<file path="src/rtl/arp_ctrl.sv">
// ARP sequencing controller: single-entry IP->MAC cache, request/retry FSM,
// reply scheduling and one-trigger-per-frame arbitration toward the ARP TX framer.
module arp_ctrl #(
    parameter logic [31:0] P_TIMEOUT   = 32'd125000,
    parameter logic [3:0]  P_MAX_RETRY = 4'd3,
    parameter logic [15:0] P_ARP_LEN   = 16'd46
) (
    input  logic        i_clk,
    input  logic        i_rst,
    input  logic [31:0] i_lookup_ip,
    input  logic        i_lookup_valid,
    output logic        o_lookup_ready,
    output logic [47:0] o_lookup_mac,
    output logic        o_lookup_done,
    output logic        o_lookup_fail,
    input  logic        i_rx_reply_valid,
    input  logic [31:0] i_rx_reply_ip,
    input  logic [47:0] i_rx_reply_mac,
    input  logic        i_rx_req_valid,
    input  logic [31:0] i_rx_req_ip,
    input  logic [47:0] i_rx_req_mac,
    output logic [31:0] o_dst_ip,
    output logic        o_dst_ip_valid,
    output logic [47:0] o_reply_mac,
    output logic        o_trig_reply,
    output logic        o_active_req,
    input  logic        i_tx_last,
    output logic        o_cache_valid,
    output logic [31:0] o_cache_ip,
    output logic [47:0] o_cache_mac
);

    typedef enum logic [2:0] {
        S_IDLE, S_CHECK, S_REQ, S_WAIT_TX, S_WAIT_RSP, S_DONE, S_FAIL
    } state_t;

    localparam logic [17:0] WD_LAST   = {P_ARP_LEN, 2'b00} - 18'd1;
    localparam logic [31:0] TMO_START = (P_TIMEOUT == 32'd0) ? 32'd0 : P_TIMEOUT - 32'd1;

    state_t      state;
    state_t      state_nxt;
    logic [31:0] lk_ip;
    logic [3:0]  retry_cnt;
    logic [31:0] tmo_cnt;
    logic        rep_pend;
    logic [31:0] rep_ip;
    logic [47:0] rep_mac;
    logic        busy;
    logic [17:0] wd_cnt;

    logic grant;
    logic issue_reply;
    logic issue_req;
    logic reply_match;
    logic hit;

    // A freshly arriving peer request also defers our own request, so the reply goes first.
    assign grant       = !busy && !i_tx_last;
    assign issue_reply = grant && rep_pend;
    assign issue_req   = grant && !rep_pend && !i_rx_req_valid && (state == S_REQ);
    assign reply_match = i_rx_reply_valid && (i_rx_reply_ip == lk_ip);
    assign hit         = o_cache_valid && (o_cache_ip == lk_ip);

    assign o_lookup_ready = (state == S_IDLE);
    assign o_lookup_done  = (state == S_DONE);
    assign o_lookup_fail  = (state == S_FAIL);
    assign o_lookup_mac   = (state == S_DONE) ? o_cache_mac : 48'd0;

    always_comb begin
        state_nxt = state;
        case (state)
            S_IDLE:     if (i_lookup_valid) state_nxt = S_CHECK;
            S_CHECK:    state_nxt = hit ? S_DONE : S_REQ;
            S_REQ:      if (issue_req) state_nxt = S_WAIT_TX;
            S_WAIT_TX: begin
                if (reply_match)    state_nxt = S_DONE;
                else if (i_tx_last) state_nxt = S_WAIT_RSP;
            end
            S_WAIT_RSP: begin
                if (reply_match)
                    state_nxt = S_DONE;
                else if (tmo_cnt == 32'd0)
                    state_nxt = (retry_cnt < P_MAX_RETRY) ? S_REQ : S_FAIL;
            end
            S_DONE:     state_nxt = S_IDLE;
            S_FAIL:     state_nxt = S_IDLE;
            default:    state_nxt = S_IDLE;
        endcase
    end

    always_ff @(posedge i_clk) begin
        if (i_rst) begin
            state          <= S_IDLE;
            lk_ip          <= 32'd0;
            retry_cnt      <= 4'd0;
            tmo_cnt        <= 32'd0;
            rep_pend       <= 1'b0;
            rep_ip         <= 32'd0;
            rep_mac        <= 48'd0;
            busy           <= 1'b0;
            wd_cnt         <= 18'd0;
            o_cache_valid  <= 1'b0;
            o_cache_ip     <= 32'd0;
            o_cache_mac    <= 48'd0;
            o_dst_ip       <= 32'd0;
            o_dst_ip_valid <= 1'b0;
            o_reply_mac    <= 48'd0;
            o_trig_reply   <= 1'b0;
            o_active_req   <= 1'b0;
        end else begin
            state <= state_nxt;
            if (state == S_IDLE && i_lookup_valid)
                lk_ip <= i_lookup_ip;

            if (state == S_CHECK)
                retry_cnt <= 4'd0;
            else if (issue_req)
                retry_cnt <= retry_cnt + 4'd1;

            // Timeout only runs in WAIT_RSP; time spent waiting for the grant is not counted.
            if (state == S_WAIT_TX && i_tx_last)
                tmo_cnt <= TMO_START;
            else if (state == S_WAIT_RSP && tmo_cnt != 32'd0)
                tmo_cnt <= tmo_cnt - 32'd1;

            if (reply_match && (state == S_WAIT_TX || state == S_WAIT_RSP)) begin
                o_cache_valid <= 1'b1;
                o_cache_ip    <= i_rx_reply_ip;
                o_cache_mac   <= i_rx_reply_mac;
            end

            if (i_rx_req_valid) begin
                rep_pend <= 1'b1;
                rep_ip   <= i_rx_req_ip;
                rep_mac  <= i_rx_req_mac;
            end else if (issue_reply) begin
                rep_pend <= 1'b0;
            end

            o_trig_reply   <= issue_reply;
            o_active_req   <= issue_req;
            o_dst_ip_valid <= issue_reply || issue_req;
            if (issue_reply) begin
                o_dst_ip    <= rep_ip;
                o_reply_mac <= rep_mac;
            end else if (issue_req) begin
                o_dst_ip <= lk_ip;
            end

            // Watchdog frees the framer slot if o_mac_last never arrives.
            if (issue_reply || issue_req) begin
                busy   <= 1'b1;
                wd_cnt <= 18'd0;
            end else if (busy) begin
                if (i_tx_last || wd_cnt == WD_LAST) begin
                    busy   <= 1'b0;
                    wd_cnt <= 18'd0;
                end else begin
                    wd_cnt <= wd_cnt + 18'd1;
                end
            end
        end
    end

endmodule

</file>
<file path="config.mk">
export PLATFORM = sky130hd
export DESIGN_NAME = arp_ctrl
export DESIGN_NICKNAME = d
export VERILOG_FILES = /design/src/rtl/arp_ctrl.sv
export SDC_FILE = /design/constraint.sdc
export NUM_CORES = 1
export LEC_CHECK = 0
export BUFFER_PORTS_ARGS = -buffer_cell sky130_fd_sc_hd__buf_2
export CAP_MARGIN = 20
export CORE_MARGIN = 2
export CORE_UTILIZATION = 40
export CTS_CLUSTER_DIAMETER = 30
export DETAILED_ROUTE_END_ITERATION = 10
export PLACE_DENSITY = 0.64
export SYNTH_ARGS = -nofsm -noshare
export SYNTH_HDL_FRONTEND = slang
export SYNTH_SLANG_ARGS = --single-unit
</file>
<file path="constraint.sdc">
create_clock -name i_clk -period 3.03 [get_ports i_clk]
set_clock_uncertainty 0.2 [all_clocks]
set_input_delay 0.1515 -clock i_clk [delete_from_list [all_inputs] [get_ports i_clk]]
set_output_delay 0.1515 -clock i_clk [all_outputs]
set_load 0.05 [all_outputs]
</file>
# Word-level counts from Yosys, hierarchy flattened

Cells that the tools add are included.

Input port bits: 198
Register bits after elaboration: 335
Logic and storage cells: 83

Multiplexer cells: 20
Order comparisons: 1
Eq/ne operators: 13
$add $sub $neg: 3
Reductions and logical operators: 28

Operators with widths:

| operator                                                                      | number |
|---|---|
| 32-bit == test                                                                | 2 |
| 32-bit 2-to-1 mux                                                             | 2 |
| 48-bit 2-to-1 mux                                                             | 1 |
| 17-bit 2-to-1 mux                                                             | 2 |
| 32-bit zero test                                                              | 1 |
| 32-bit nonzero test                                                           | 1 |
| 32-bit by 1-bit subtractor with 32-bit output (second input constant)         | 1 |
| 3-bit 2-to-1 mux                                                              | 8 |
| 18-bit by 1-bit adder with 18-bit output (second input constant)              | 1 |
| 18-bit by 8-bit == test with 1-bit output (second input constant)             | 1 |
| 18-bit 2-to-1 mux                                                             | 1 |
| 3-bit one-hot mux with 5 select lines                                         | 1 |
| 1-bit logical AND                                                             | 11 |
| 3-bit == test (second input constant)                                         | 3 |
| 3-bit by 2-bit == test with 1-bit output (second input constant)              | 2 |
| 3-bit != test (second input constant)                                         | 2 |
| 2-bit nonzero test                                                            | 3 |
| 2-bit OR reduction                                                            | 3 |
| 1-bit 2-to-1 mux                                                              | 5 |
| 4-bit by 1-bit adder with 4-bit output (second input constant)                | 1 |
| 1-bit zero test                                                               | 4 |
| 4-bit by 2-bit less-than comparator with 1-bit output (second input constant) | 1 |
| 2-bit != test (second input constant)                                         | 2 |
| 4-bit AND reduction                                                           | 1 |
| 3 further kinds                                                               | 5 |

# Depth between registers and ports, before layout

Depth in word-level cells: 7
Gate-level depth with buffers: 9
Gate-level depth less buffers: 8

# Worst setup path before layout

OpenSTA, ideal clock, no wires.

Path kind: reg2reg
From: reg state[2]
To: reg lk_ip[10]
Data arrival time: 2520 ps
Buffers on the path: 3
Setup time: 70 ps
Data required time: 2760 ps
Path slack: 239 ps
Stages on the path, launching flop included: 8
Path through: dfxtp_1 clkbuf_1 nor3_1 and2_1 clkbuf_1 clkbuf_1 nand2_1 a21oi_1

Cells in the longest elaborated chain, start to end: 2

Ends and longest elaborated chain:

| what                     | line | text |
|---|---|---|
| start, declared          | 40   | `state_t state;` |
| start signal, assigned   | 111  | `state <= state_nxt;` |
| 3-bit zero test          | n/a  |  |
| named net o_lookup_ready | 12   | `output logic o_lookup_ready,` |
| 1-bit logical AND        | 112  | `if (state == S_IDLE && i_lookup_valid)` |
| end signal, assigned     | 113  | `lk_ip <= i_lookup_ip;` |
| end, declared            | 42   | `logic [31:0] lk_ip;` |

The timed path passes the listed nets, and every way through them passes these cells.
A chain may end at the register's enable or synchronous reset.

# Worst setup path after layout

From: reg lk_ip[8]
To: reg o_cache_ip[7]

Cells in the longest elaborated chain, start to end: 3

Ends and longest elaborated chain:

| what                 | line | text |
|---|---|---|
| 32-bit == test       | 61   | `assign reply_match = i_rx_reply_valid && (i_rx_reply_ip == lk_ip);` |
| 1-bit logical AND    | 61   |  |
| 1-bit logical AND    | 126  | `if (reply_match && (state == S_WAIT_TX \|\| state == S_WAIT_RSP)) begin` |
| end signal, assigned | 128  | `o_cache_ip <= i_rx_reply_ip;` |
| end, declared        | 29   | `output logic [31:0] o_cache_ip,` |

Every way passes these cells.

==> results.cfg <==
[power]
power_mw = 15.4
peakVddDrop_uv = 543
netSwitchingFraction_pct = 24.8
p_switching_mw = 3.83
p_seq_share_pct = 31.0
pwr_density_cell_nw_per_um2 = 717
internal_power_mw = 11.6
combPwrFrac_pct = 10.1
pwr-share-clk_pct = 58.8
leakage_nw = 9.69

[synthesis]
synthArstFlopShare_pct = 0
synth_area_um2 = 13700
yosys_most_used_dff = dfxtp_1
netlist_top_cells_count = nand2_1 (421), dfxtp_1 (335), a21oi_1 (191), nor2_1 (184), clkbuf_1 (94)
synth_area_leaders = dfxtp_1 (49%), nand2_1 (12%), a21oi_1 (7.0%)
post-synth-top-count-cell = nand2_1
syn_inst = 1662
synth_top_area_share_pct = 48.9
yosysTopAreaCell = dfxtp_1
seq_area_frac_synth_pct = 48.9
synth_edf_count = 0
syn-num-nets = 1864
yosys_warnings = 0
synth_seq_cells = 335
avgSynthCellArea_um2 = 8.25
ys_types = 55

[placement]
place_ws_ns = 0.357
port_buffers = 412
placed_area_um2 = 16200
dpl.hpwl_um = 30600
globalplace.congestion = 0.860
placed_cells = 2441

[grt]
grt_pass1_vias = 14400
grt_pass1_wl_um = 74900
antenna_found_initial = 0
grt_max_degree = 118
grt_overflow = 0
grt_usage_pct = 25.9

[setup_path]
r2r_cells = 10
worstSetupEndpointType = flip-flop
required_ns = 3.34
timing_worst_setup_path_type = reg2reg
r2r_end = o_cache_ip[7]
crit_chain = xor2_1 > nor4_1 > nand4_1 > nor3_2 > buf_4 > and2_4 > buf_12 > nand2_1 > a21oi_1 > dlygate4sd3_1
r2r_start = lk_ip[8]
ff2ff_setup_slack_ns = 0.06
cp-start-kind = flip-flop
crit_arrival_ns = 3.27
slowest_stage = dlygate4sd3_1
crit_buf_inv = 3
crit_path_max_fanout = 16
cp_top_family = simple AND/OR/NAND/NOR gates
max_stage_delay_ns = 0.58

[drt]
ant_nets = 0
wl_per_cell_um = 17.3
dr_total_vias = 14300
drt_drc_violations_left = 0
drt_wl_total_um = 48800
wl_met2_um = 24200
dr_wl_met3_um = 3700
firstDrtPassIters = 5
drt_iter0_markers = 647
m1WireLength_um = 19600
vias_per_cell = 5.07
highest_layer = met4

[worst_hold_path]
hold_path_startpoint = i_rx_req_mac[37]
min_path_cells = 4
worstHoldPathType = in2reg
min_to = rep_mac[37]

[floorplanning]
core_um2 = 33600
rows = 67
die-width_um = 189
start_util_pct = 40.8
die_area_um2 = 35800
die_h_um = 189
ios = 413

[timing]
layout_setup_ws_ns = 0.0641
slew_viol_final = 0
max-slew-margin-rel_pct = 48.0
whs_ns = 0.144
layout_min_cycle_time_ns = 2.97
finalSetupTns_ns = 0
max_freq_mhz = 337
finalCritPeriodShare_pct = 97.9
setup_viol = 0
worst_slew_pin_slew_ns = 0.780
finalHoldViolations = 0

[layout]
area_delta_synth_final_pct = 57.0
drive_above_1_share_pct = 25.4
finish.utilization_pct = 64.0
antenna_cells = 0
nets = 2511
design_area_um2 = 21500
final_cells = 2822

[run]
maxCapViolCount = 0

[clock_network]
cts_buffer_depth = 3
htreeDepth = 3
cts_sinks = 335
path_clk_slew_ns = 0.05
clkLatencyLatePin_ns = 0.58
post_cts.repair.setup_buffers = 0
cts_tree = done
numCtsBuffers = 80
root_buffer = clkbuf_16

[run_status]
outcome = completed
## worst min-delay path, delay by kind of cell
family | cells | cell delay, ns
buffers and inverters | 2 | 0.60
muxes | 1 | 0.05
and+or+nand+nor | 1 | 0.07
## per-layer routing
layer / global-route usage (%) / vias up
li1: - / 6871
met1: 30.6 / 6763
met2: 45.7 / 584
met3: 6.02 / 85
met4: 9.74 / 0
met5: 0 / -
## final cells by class
cell class,count,area [um2]
clock buffers,98,2190
fillers,2764,12100
repair buffers,673,4720
inverters,9,33.8
well taps,448,561
multi-input cells,1210,6610
flip-flops and latches,335,6710
clock inverters,49,707
## logic make-up (layout without fill, tap and decap cells)
family	Yosys count	in the layout	share of synthesized area, %
mux	82	82	5.99
flops	335	335	48.9
fa+ha+maj	4	4	0.365
buf+inv	117	829	3.33
xor+xnor	96	96	6.13
compound gates	257	257	10.8
simple gates	771	771	24.5
## flip-flops by register name, indices dropped and copies added (netlist names)
| signal | count |
|---|---|
| o_dst_ip | 32 |
| retry_cnt | 4 |
| o_dst_ip_valid | 1 |
| busy | 1 |
| wd_cnt | 18 |
| rep_pend | 1 |
| o_cache_ip | 32 |
| o_reply_mac | 48 |
| o_cache_mac | 48 |
| o_cache_valid | 1 |
| rep_ip | 32 |
| rep_mac | 48 |
| o_active_req | 1 |
| state | 3 |
| tmo_cnt | 32 |
| o_trig_reply | 1 |
| lk_ip | 32 |
## cell usage in the layout (no fill, tap or decap), types with 9 or more instances in the layout
| cell | Yosys | final |
|---|---|---|
| inv_1 | 9 | 9 |
| dfxtp_1 | 335 | 333 |
| nor2_1 | 184 | 184 |
| and2_1 | 53 | 52 |
| dlygate4sd3_1 | 0 | 232 |
| mux2i_1 | 81 | 81 |
| bufinv_16 | 0 | 14 |
| xor2_1 | 79 | 79 |
| buf_4 | 0 | 21 |
| xnor2_1 | 17 | 17 |
| clkbuf_16 | 0 | 84 |
| clkinvlp_4 | 0 | 13 |
| o21ai_0 | 13 | 13 |
| nor4_1 | 31 | 28 |
| nand2_1 | 421 | 419 |
| a21oi_1 | 191 | 191 |
| a311oi_1 | 37 | 37 |
| clkinv_2 | 0 | 10 |
| buf_2 | 8 | 410 |
| nand3_1 | 11 | 10 |
| nor3_1 | 19 | 17 |
## worst max-delay path by stage
stage | startpoint | end | slack (ns) | cells after the start
4_1_cts | lk_ip[13] | o_cache_ip[0] | 0.01 | 9
2_1_floorplan | state[2] | lk_ip[10] | 0.24 | 7
3_3_place_gp | tmo_cnt[6] | state[1] | 0.45 | 7
3_5_place_dp | tmo_cnt[6] | state[0] | 0.36 | 7
5_1_grt | lk_ip[8] | o_cache_ip[7] | -0.06 | 10
6_report | lk_ip[8] | o_cache_ip[7] | 0.06 | 10
## power groups by stage
stage               Clock [mW]  Combinational [mW]  Sequential [mW]
CTS                       9.19                1.54             4.78
floorplan                    0               0.704             4.94
finish                    9.08                1.56             4.79
global placement             0                1.27             4.85
detailed placement           0                1.29             4.86
global route              9.42                1.69             4.81
## what timing repair did
item                                    4_1_cts  5_1_grt
endpoints found under the setup margin        0       10
gates resized for setup                       0       10
hold endpoints to repair                    221        0
hold buffers                                232        0
(Power assumes the default switching activity.)
